<file path="src/rtl/axis_bram_adapter_pkg.sv">
// rtl/axis_bram_adapter_pkg.sv - shared state encodings, slot ordering and defaults for the AXIS-to-BRAM adapter
package axis_bram_adapter_pkg;

  typedef enum logic [1:0] {
    IDLE = 2'd0,
    FILL = 2'd1,
    DONE = 2'd2
  } state_e;

  // Word 0 of a line lands in the most significant slot of the BRAM word.
  localparam bit WORD0_AT_MSB = 1'b1;

  localparam int DEF_BRAM_WIDTH_IN_WORD = 36;
  localparam int DEF_WORD_WIDTH         = 16;
  localparam int SLOT_W                 = 6;

  function automatic int slot_pos(input int slot, input int n);
    return WORD0_AT_MSB ? (n - 1 - slot) : slot;
  endfunction

endpackage

</file>
<file path="src/rtl/axis_bram_line_packer_if.sv">
// rtl/axis_bram_line_packer_if.sv - AXI-Stream word channel feeding the line packer
interface axis_bram_line_packer_if #(
  parameter int WORD_WIDTH = 16
) ();

  logic [WORD_WIDTH-1:0] tdata;
  logic                  tvalid;
  logic                  tlast;
  logic                  tready;

  modport master (output tdata, output tvalid, output tlast, input tready);
  modport slave  (input tdata, input tvalid, input tlast, output tready);

endinterface

</file>
<file path="src/rtl/axis_bram_line_slot_reg.sv">
// rtl/axis_bram_line_slot_reg.sv - slot-indexed word insert register for one BRAM line, with clear
module axis_bram_line_slot_reg
  import axis_bram_adapter_pkg::*;
#(
  parameter int BRAM_WIDTH_IN_WORD = DEF_BRAM_WIDTH_IN_WORD,
  parameter int WORD_WIDTH         = DEF_WORD_WIDTH
) (
  input  logic                                     clk,
  input  logic                                     rstn,
  input  logic                                     clr_i,
  input  logic                                     wr_i,
  input  logic [SLOT_W-1:0]                        slot_i,
  input  logic [WORD_WIDTH-1:0]                    wdata_i,
  output logic [BRAM_WIDTH_IN_WORD*WORD_WIDTH-1:0] merged_o
);

  logic [BRAM_WIDTH_IN_WORD*WORD_WIDTH-1:0] line_q;

  // merged_o is the line as it looks with the word being written this cycle already in place.
  always_comb begin
    merged_o = line_q;
    for (int s = 0; s < BRAM_WIDTH_IN_WORD; s++) begin
      if (wr_i && (slot_i == SLOT_W'(s))) begin
        merged_o[slot_pos(s, BRAM_WIDTH_IN_WORD)*WORD_WIDTH +: WORD_WIDTH] = wdata_i;
      end
    end
  end

  always_ff @(posedge clk) begin
    if (!rstn || clr_i) begin
      line_q <= '0;
    end else if (wr_i) begin
      line_q <= merged_o;
    end
  end

endmodule

</file>
<file path="src/rtl/axis_bram_line_packer.sv">
// rtl/axis_bram_line_packer.sv - packs stream words into BRAM lines; AXIS_BRAM_PACKER_STATS_EN adds word_count
module axis_bram_line_packer
  import axis_bram_adapter_pkg::*;
#(
  parameter int BRAM_ADDR_LENGTH   = 12,
  parameter int BRAM_WIDTH_IN_WORD = DEF_BRAM_WIDTH_IN_WORD,
  parameter int WORD_WIDTH         = DEF_WORD_WIDTH
) (
  input  logic                                     clk,
  input  logic                                     rstn,
  input  logic                                     start,
  input  logic [BRAM_ADDR_LENGTH-1:0]              bram_start_index,
  input  logic [BRAM_ADDR_LENGTH-1:0]              bram_bound_index,
  axis_bram_line_packer_if.slave                   s_axis,
  output logic                                     bram_en,
  output logic                                     bram_wen,
  output logic [BRAM_ADDR_LENGTH-1:0]              bram_index,
  output logic [BRAM_WIDTH_IN_WORD*WORD_WIDTH-1:0] bram_din,
  output logic                                     busy,
  output logic                                     done,
  output logic                                     overflow
`ifdef AXIS_BRAM_PACKER_STATS_EN
  ,
  output logic [BRAM_ADDR_LENGTH+5:0]              word_count
`endif
);

  localparam int LINE_W = BRAM_WIDTH_IN_WORD * WORD_WIDTH;
  localparam int L      = BRAM_ADDR_LENGTH;

  state_e            state_q;
  logic [L-1:0]      bound_q;
  logic [L-1:0]      bram_index_q;
  logic [SLOT_W-1:0] cnt_q;
  logic              bram_en_q;
  logic              done_q;
  logic              overflow_q;
  logic [LINE_W-1:0] bram_din_q;

  logic [LINE_W-1:0] merged;
  logic              hs;
  logic              line_end;
  logic              last_line;
  logic              line_clr;
  logic [L-1:0]      line_addr;

  assign s_axis.tready = (state_q == FILL);
  assign hs            = (state_q == FILL) && s_axis.tvalid;
  assign line_end      = hs && ((cnt_q == SLOT_W'(BRAM_WIDTH_IN_WORD - 1)) || s_axis.tlast);
  assign line_clr      = line_end || ((state_q == IDLE) && start);

  // A one-word tlast line can finish while the previous strobe is still out, before the
  // post-strobe increment has landed, so the current line address folds that increment in.
  assign line_addr = bram_en_q ? (bram_index_q + L'(1)) : bram_index_q;
  assign last_line = s_axis.tlast || (line_addr == bound_q);

  axis_bram_line_slot_reg #(
    .BRAM_WIDTH_IN_WORD(BRAM_WIDTH_IN_WORD),
    .WORD_WIDTH        (WORD_WIDTH)
  ) u_slot_reg (
    .clk     (clk),
    .rstn    (rstn),
    .clr_i   (line_clr),
    .wr_i    (hs),
    .slot_i  (cnt_q),
    .wdata_i (s_axis.tdata),
    .merged_o(merged)
  );

  always_ff @(posedge clk) begin
    if (!rstn) begin
      state_q      <= IDLE;
      bound_q      <= '0;
      bram_index_q <= bram_start_index;
      cnt_q        <= '0;
      bram_en_q    <= 1'b0;
      done_q       <= 1'b0;
      overflow_q   <= 1'b0;
      bram_din_q   <= '0;
    end else begin
      bram_en_q <= 1'b0;
      done_q    <= 1'b0;
      if (bram_en_q) begin
        bram_index_q <= bram_index_q + L'(1);
      end
      case (state_q)
        IDLE: begin
          if (start) begin
            state_q      <= FILL;
            bram_index_q <= bram_start_index;
            bound_q      <= bram_bound_index;
            cnt_q        <= '0;
            overflow_q   <= 1'b0;
          end
        end
        FILL: begin
          if (hs) begin
            if (line_end) begin
              cnt_q        <= '0;
              bram_din_q   <= merged;
              bram_en_q    <= 1'b1;
              bram_index_q <= line_addr;
              if (last_line) begin
                state_q <= DONE;
                done_q  <= 1'b1;
                if (!s_axis.tlast) begin
                  overflow_q <= 1'b1;
                end
              end
            end else begin
              cnt_q <= cnt_q + SLOT_W'(1);
            end
          end
        end
        DONE: begin
          state_q <= IDLE;
        end
        default: begin
          state_q <= IDLE;
        end
      endcase
    end
  end

`ifdef AXIS_BRAM_PACKER_STATS_EN
  localparam int WC_W = BRAM_ADDR_LENGTH + 6;
  logic [WC_W-1:0] word_count_q;

  always_ff @(posedge clk) begin
    if (!rstn) begin
      word_count_q <= '0;
    end else if ((state_q == IDLE) && start) begin
      word_count_q <= '0;
    end else if (hs) begin
      word_count_q <= word_count_q + WC_W'(1);
    end
  end

  assign word_count = word_count_q;
`endif

  assign bram_en    = bram_en_q;
  assign bram_wen   = bram_en_q;
  assign bram_index = bram_index_q;
  assign bram_din   = bram_din_q;
  assign busy       = (state_q != IDLE);
  assign done       = done_q;
  assign overflow   = overflow_q;

endmodule
</file>
<file path="src/flat_wrapper.sv">
// flat-port wrapper written by rule: the top's interface ports become plain ports
module axis_bram_line_packer_flat import axis_bram_adapter_pkg::*;
#(
  parameter int BRAM_ADDR_LENGTH   = 12,
  parameter int BRAM_WIDTH_IN_WORD = DEF_BRAM_WIDTH_IN_WORD,
  parameter int WORD_WIDTH         = DEF_WORD_WIDTH
)
  (clk, rstn, start, bram_start_index, bram_bound_index, bram_en, bram_wen, bram_index, bram_din, busy, done, overflow, s_axis_tdata, s_axis_tvalid, s_axis_tlast, s_axis_tready);
  axis_bram_line_packer_if #(.WORD_WIDTH(WORD_WIDTH)) s_axis_i ();
  input  logic clk;
  input  logic rstn;
  input  logic start;
  input  logic [BRAM_ADDR_LENGTH-1:0] bram_start_index;
  input  logic [BRAM_ADDR_LENGTH-1:0] bram_bound_index;
  output logic bram_en;
  output logic bram_wen;
  output logic [BRAM_ADDR_LENGTH-1:0] bram_index;
  output logic [BRAM_WIDTH_IN_WORD*WORD_WIDTH-1:0] bram_din;
  output logic busy;
  output logic done;
  output logic overflow;
  input wire logic [$bits(s_axis_i.tdata)-1:0] s_axis_tdata;
  input wire logic [$bits(s_axis_i.tvalid)-1:0] s_axis_tvalid;
  input wire logic [$bits(s_axis_i.tlast)-1:0] s_axis_tlast;
  output wire logic [$bits(s_axis_i.tready)-1:0] s_axis_tready;
  assign s_axis_i.tdata = s_axis_tdata;
  assign s_axis_i.tvalid = s_axis_tvalid;
  assign s_axis_i.tlast = s_axis_tlast;
  assign s_axis_tready = s_axis_i.tready;
  axis_bram_line_packer #(.BRAM_ADDR_LENGTH(BRAM_ADDR_LENGTH), .BRAM_WIDTH_IN_WORD(BRAM_WIDTH_IN_WORD), .WORD_WIDTH(WORD_WIDTH)) u_core (.clk(clk), .rstn(rstn), .start(start), .bram_start_index(bram_start_index), .bram_bound_index(bram_bound_index), .s_axis(s_axis_i), .bram_en(bram_en), .bram_wen(bram_wen), .bram_index(bram_index), .bram_din(bram_din), .busy(busy), .done(done), .overflow(overflow));
endmodule
</file>
<file path="config.mk">
export PLATFORM = sky130hd
export DESIGN_NAME = axis_bram_line_packer_flat
export DESIGN_NICKNAME = d
export VERILOG_FILES = /design/src/rtl/axis_bram_adapter_pkg.sv /design/src/rtl/axis_bram_line_packer_if.sv /design/src/rtl/axis_bram_line_slot_reg.sv /design/src/rtl/axis_bram_line_packer.sv /design/src/flat_wrapper.sv
export SDC_FILE = /design/constraint.sdc
export NUM_CORES = 2
export LEC_CHECK = 0
export ABC_AREA = 1
export CAP_MARGIN = 15
export CORE_ASPECT_RATIO = 2
export CORE_MARGIN = 1.5
export CORE_UTILIZATION = 38
export DETAILED_ROUTE_END_ITERATION = 6
export HOLD_SLACK_MARGIN = 0.08
export MAX_ROUTING_LAYER = met4
export PLACE_DENSITY_LB_ADDON = 0.12
export SLEW_MARGIN = 20
export SYNTH_ARGS = -nofsm -noshare
export SYNTH_HDL_FRONTEND = slang
export SYNTH_SLANG_ARGS = --single-unit
export TNS_END_PERCENT = 5
</file>
<file path="constraint.sdc">
create_clock -name clk -period 5.6 [get_ports clk]
set_clock_uncertainty 0.05 [all_clocks]
set_input_delay 1.12 -clock clk [delete_from_list [all_inputs] [get_ports clk]]
set_output_delay 1.12 -clock clk [all_outputs]
set_load 0.01 [all_outputs]
</file>
Word-level counts from Yosys, hierarchy flattened --
Index checks and enable logic that the tools add are counted.
Operators by class: $add $sub $neg 2, eq/ne operators 42, mux-type cells 57, reduce and logical (&&, ||, !) cells 55
Operators by type and width (number):
- two-way mux 16 bit | 36
- equality test 6 x 5 -> 1 bit (second input constant) | 16
- equality test 6 x 4 -> 1 bit (second input constant) | 8
- two-way mux 12 bit | 4
- logical AND 1 bit | 39
- equality test 6 x 3 -> 1 bit (second input constant) | 4
- equality test 6 bit (second input constant) | 4
- two-way mux 6 bit | 3
- adder 12 x 1 -> 12 bit (second input constant) | 1
- equality test 12 bit | 1
- equality test 6 x 2 -> 1 bit (second input constant) | 2
- one-hot mux 6 bit (2 select lines) | 1
- AND reduction 3 bit | 3
- two-way mux 2 bit | 4
- AND reduction 4 bit | 2
- two-way mux 1 bit | 7
- adder 6 x 1 -> 6 bit (second input constant) | 1
- equality test 6 x 1 -> 1 bit (second input constant) | 1
- zero test 6 bit | 1
- != test 2 x 1 -> 1 bit (second input constant) | 3
- AND reduction 6 bit | 1
- logical OR 1 bit | 4
- != test 2 bit (second input constant) | 2
- one-hot mux 2 bit (2 select lines) | 1
- 6 further kinds | 7
Word-level totals: register bits 1187, bits of input ports 45, output and inout port bits 594, logic and storage cells 165

Depth between registers and ports, before layout --
depth in word-level cells 8, mapped depth 16, mapped depth without buffers 16

By module --
From an unflattened synthesis, not the netlist that was laid out.
Unflattened totals: cells, all modules 7167, area total of the unflattened synthesis 47894.7 um^2
Modules (own cells, without submodules):
- axis_bram_line_slot_reg | times used 1, cells an instance 4387, area each 26485.4 um^2, seq. area each 11531.1 um^2
- axis_bram_line_packer | times used 1, cells an instance 2780, area each 21409.3 um^2, seq. area each 12231.7 um^2

Worst setup path before layout --
No wires, ideal clock.
path type input to register, start point in s_axis_tvalid, end point reg u_core.bram_din_q[570] (netlist: u_core.bram_din[570]), library setup time 0.070 ns, arrival 2.256 ns, required time 5.480 ns, setup slack 3.224 ns, stages 10, buffers on the path 3, path through nand2_4 inv_2 nand2_1 nor2_4 a21oi_2 inv_2 buf_4 buf_4 buf_2 a21oi_1
Between the ends: cells in the longest elaborated chain, start to end 3, elaborated cells on any way between the ends 5, those cells by class 1 x mux; 4 x reduce/logical
Ends and longest elaborated chain:
- start: declaration | RTL line flat_wrapper.sv:23 | input wire logic [$bits(s_axis_i.tvalid)-1:0] s_axis_tvalid;
- logical AND 1 bit (*) | RTL line axis_bram_line_packer.sv:48 | assign hs = (state_q == FILL) && s_axis.tvalid;
- logical AND 1 bit (on tied branches) | RTL line axis_bram_line_packer.sv:49, axis_bram_line_slot_reg.sv:23
- AND reduction 3 bit (no source line) or two-way mux 16 bit (tied branches)
- end signal: assignment | RTL line axis_bram_line_packer.sv:100 | bram_din_q <= merged;
- end: declaration | RTL line axis_bram_line_packer.sv:38 | logic [LINE_W-1:0] bram_din_q;
Mark *: on every way between the ends. The rest lies on a longest branch, timed or not. A chain may end at the register's enable or synchronous reset.

Worst setup path after layout --
start point in s_axis_tvalid, end point reg u_core.u_slot_reg.line_q[403]
Between the ends: cells in the longest elaborated chain, start to end 4, elaborated cells on any way between the ends 6, those cells by class 1 x mux; 5 x reduce/logical
Ends and longest elaborated chain:
- logical AND 1 bit (*) | RTL line axis_bram_line_packer.sv:48
- logical AND 1 bit | RTL line axis_bram_line_packer.sv:49 | assign line_end = hs && ((cnt_q == SLOT_W'(BRAM_WIDTH_IN_WORD - 1)) || s_axis.tlast);
- logical OR 1 bit | RTL line axis_bram_line_packer.sv:50 | assign line_clr = line_end || ((state_q == IDLE) && start);
- logical OR 1 bit | RTL line axis_bram_line_slot_reg.sv:30 | if (!rstn || clr_i) begin
- end signal: assignment | RTL line axis_bram_line_slot_reg.sv:33 | line_q <= merged_o;
- end: declaration | RTL line axis_bram_line_slot_reg.sv:17 | logic [BRAM_WIDTH_IN_WORD*WORD_WIDTH-1:0] line_q;
Marked as above.

==> results.toml <==
[global_route]
antenna_found_initial = 8
grt_start_max_net_pins = 203
grt_overflow = 0
grt_pass1_wl_um = 207000
track_usage_pct = 25.5
grt_pass1_vias = 31700

[placed_design]
io_buffers = 638
place_inst = 6706
place.gp.congestion = 0.867
dp_hpwl_um = 85200
pre_cts_ws_ns = 1.45

[power_and_ir_drop]
clockPowerShare_pct = 43.2
power_frac_seq_pct = 48.9
p_int_mw = 13.6
p_per_area_mw_per_mm2 = 349
power.leakage_nw = 18.9
p_switching_mw = 4.43
combinationalPowerShare_pct = 7.9
peakVddDrop_mv = 0.309
switching_share_pct = 24.6
total_power_mw = 18.0

[logic_synthesis]
yosysSeqAreaShare_pct = 58.1
netlist_area_mm2 = 0.0409
synth_cells = 5034
synth_top_cell_area_share_pct = 58.1
synth_async_sr_flop_share_pct = 0
post_synth.cell_area_avg_um2 = 8.13
ys_ff_latch = 1187
yosys_warnings = 0
synth_common_cells = "1187 x dfxtp_1, 921 x nor2_1, 883 x a21oi_1"
ys.flop_type = "dfxtp_1"
yosys-top-cells-area = "dfxtp_1 58%, a21oi_1 11%, o21ai_0 10%"
ys_types = 30
synth.largest_area_cell = "dfxtp_1"
yosysMostFrequentCell = "dfxtp_1"
syn_nets = 5084
synth_edf_count = 0

[timing]
post-route-min-period_ns = 3.35
hold_ws_ns = 0.417
finalHoldViolCount = 0
setup-tns-final_ns = 0
fmax_mhz = 299
final-max-slew-violation-count = 0
relSlewSlack_pct = 24.0
min_period_over_period_pct = 59.8
layout_setup_ws_ns = 2.25
worstMarginPinSlew_ns = 1.14
setup_viol = 0
rsz0062_at_grt = "false"

[cts]
clkTransAtPathRegs_ns = 0.06
root_buffer = "clkbuf_16"
cts_max_level = 3
clk_latency_ns = 0.72
cts_sinks = 1187
cts_hold_buf = 0
cts_made_buffers = 105
cts_tree = "done"
clock_path_buffers = 3
cts_resized = 0
post_cts_buffers = 0

[critical_path]
reg2reg_depth = 9
cp_max_fo = 56
crit_required_ns = 6.19
critPathArrivalTime_ns = 3.94
r2r-start = "u_core.cnt_q[3]"
cp-end-kind = "flip-flop"
crit_type = "in -> reg"
r2r-end = "u_core.u_slot_reg.line_q[403]"
rrSetupSlack_ns = 2.63
crit_path_start_kind = "primary input"

[die]
rows = 170
die-area_mm2 = 0.110
die_h_um = 467
ios = 639
start_util_pct = 38.2
die_w_um = 235
core_area_mm2 = 0.107

[drt]
finalWirelength_um = 139000
wl_per_cell_um = 20.2
vias = 34700
drt-vias-per-instance = 5.02
detail_route.drc_violations = 0
drt_iter0_markers = 2468
first_pass_iters = 6
drtAntennaViolNets = 0

[layout]
areaGrowthSynthToFinish_pct = 26.4
fin_cells = 6904
drive_gt1_share_pct = 5.34
layout.nets = 5487

[hold_path]
hold_path_class = "reg -> reg"
hold_start = "u_core.overflow"
hold_end = "u_core.overflow"
worstHoldPathCells = 2

[run]
cap_violations = 0

[run_status]
outcome = "finished, final reports clean"
## metal layers
| layer | track usage [%] | wire length [um] |
|---|---|---|
| met3 | 5.05 | 9940 |
| met2 | 39.9 | 63900 |
| met1 | 33.4 | 62100 |
| met5 | - | 0 |
| met4 | 7.43 | 3240 |
## critical path, cell delays in order
cell,delay (ns)
clkdlybuf4s50_1,0.54
nand2_4,0.20
inv_2,0.06
nand2_1,0.14
nor2_4,0.06
a21oi_2,0.43
nand2_4,0.62
buf_4,0.54
nor2_1,0.16
## power groups by stage
| stage | combinational, mW | sequential [mW] | clock, mW |
|---|---|---|---|
| 3_5_place_dp | 1.43 | 9.01 | 0 |
| 5_1_grt | 1.53 | 8.85 | 8.29 |
| 4_1_cts | 1.44 | 8.82 | 7.97 |
| 3_3_place_gp | 1.43 | 9.01 | 0 |
| 6_report | 1.42 | 8.83 | 7.78 |
| 2_1_floorplan | 0.541 | 9.06 | 0 |
## area by class of cell
cell class | instances | area, um2
multi-input combinational | 3130 | 14200
sequential | 1187 | 23800
inverter | 297 | 1120
clock buffer | 142 | 3000
antenna | 6 | 15.0
tap | 1376 | 1720
timing repair buffer | 716 | 7180
clock inverter | 50 | 682
fill | 10300 | 55300
## registers in the layout, indices dropped and copies added (netlist names)
name,cells
u_core.state_q,2
u_core.bram_din,576
u_core.overflow,1
u_core.cnt_q,6
u_core.bram_index,12
u_core.bound_q,12
u_core.done,1
u_core.u_slot_reg.line_q,576
u_core.bram_en,1
## how the worst max path moves through the flow
stage	start	end	slack [ns]
floorplan	s_axis_tvalid	u_core.bram_din[570]	3.22
global placement	s_axis_tvalid	u_core.u_slot_reg.line_q[466]	1.46
detailed placement	s_axis_tvalid	u_core.u_slot_reg.line_q[467]	1.45
CTS	s_axis_tvalid	u_core.u_slot_reg.line_q[475]	2.23
global route	s_axis_tvalid	u_core.bram_din[5]	1.98
finish	s_axis_tvalid	u_core.u_slot_reg.line_q[403]	2.25
## cells in the final DEF (no fill, tap or decap), drive strengths merged
cell type      synthesis  routed
o21ai                877     877
nor2                 923     923
diode                  0       6
xor2                   7       7
a21oi                884     884
dfxtp               1187    1187
clkbuf               214     142
buf                  206      79
nor3b                  1       1
a31oi                  6       6
a21boi                 2       2
bufinv                 0      13
nor4                   1       1
nor3                   5       5
clkinvlp               0       4
nand2                379     379
nand3                 31      31
clkdlybuf4s50          0     637
nand3b                 3       3
inv                  281     303
clkinv                16      27
a211oi                 3       3
or2                    1       1
nand4                  1       1
o22ai                  1       1
ha                     5       5
## kinds of logic after synthesis
| kind of cell | after synthesis | share of synthesized area, % |
|---|---|---|
| AOI/OAI and AO/OA | 1773 | 21.8 |
| adders and majority gates | 5 | 0.153 |
| DFF | 1187 | 58.1 |
| xor gates and xnor gates | 7 | 0.150 |
| and+or+nand+nor | 1345 | 12.6 |
| buffers and inverters | 717 | 7.23 |
## through the flow
step | cell area [um2] | util, %
final | 51700 | 48.3
after global routing | 51700 | 48.3
after CTS | 51700 | 48.3
after detailed placement | 48000 | 44.9
after global placement | 48000 | 44.9
after floorplan | 40900 | -
Power figures use the tool's default switching activity.
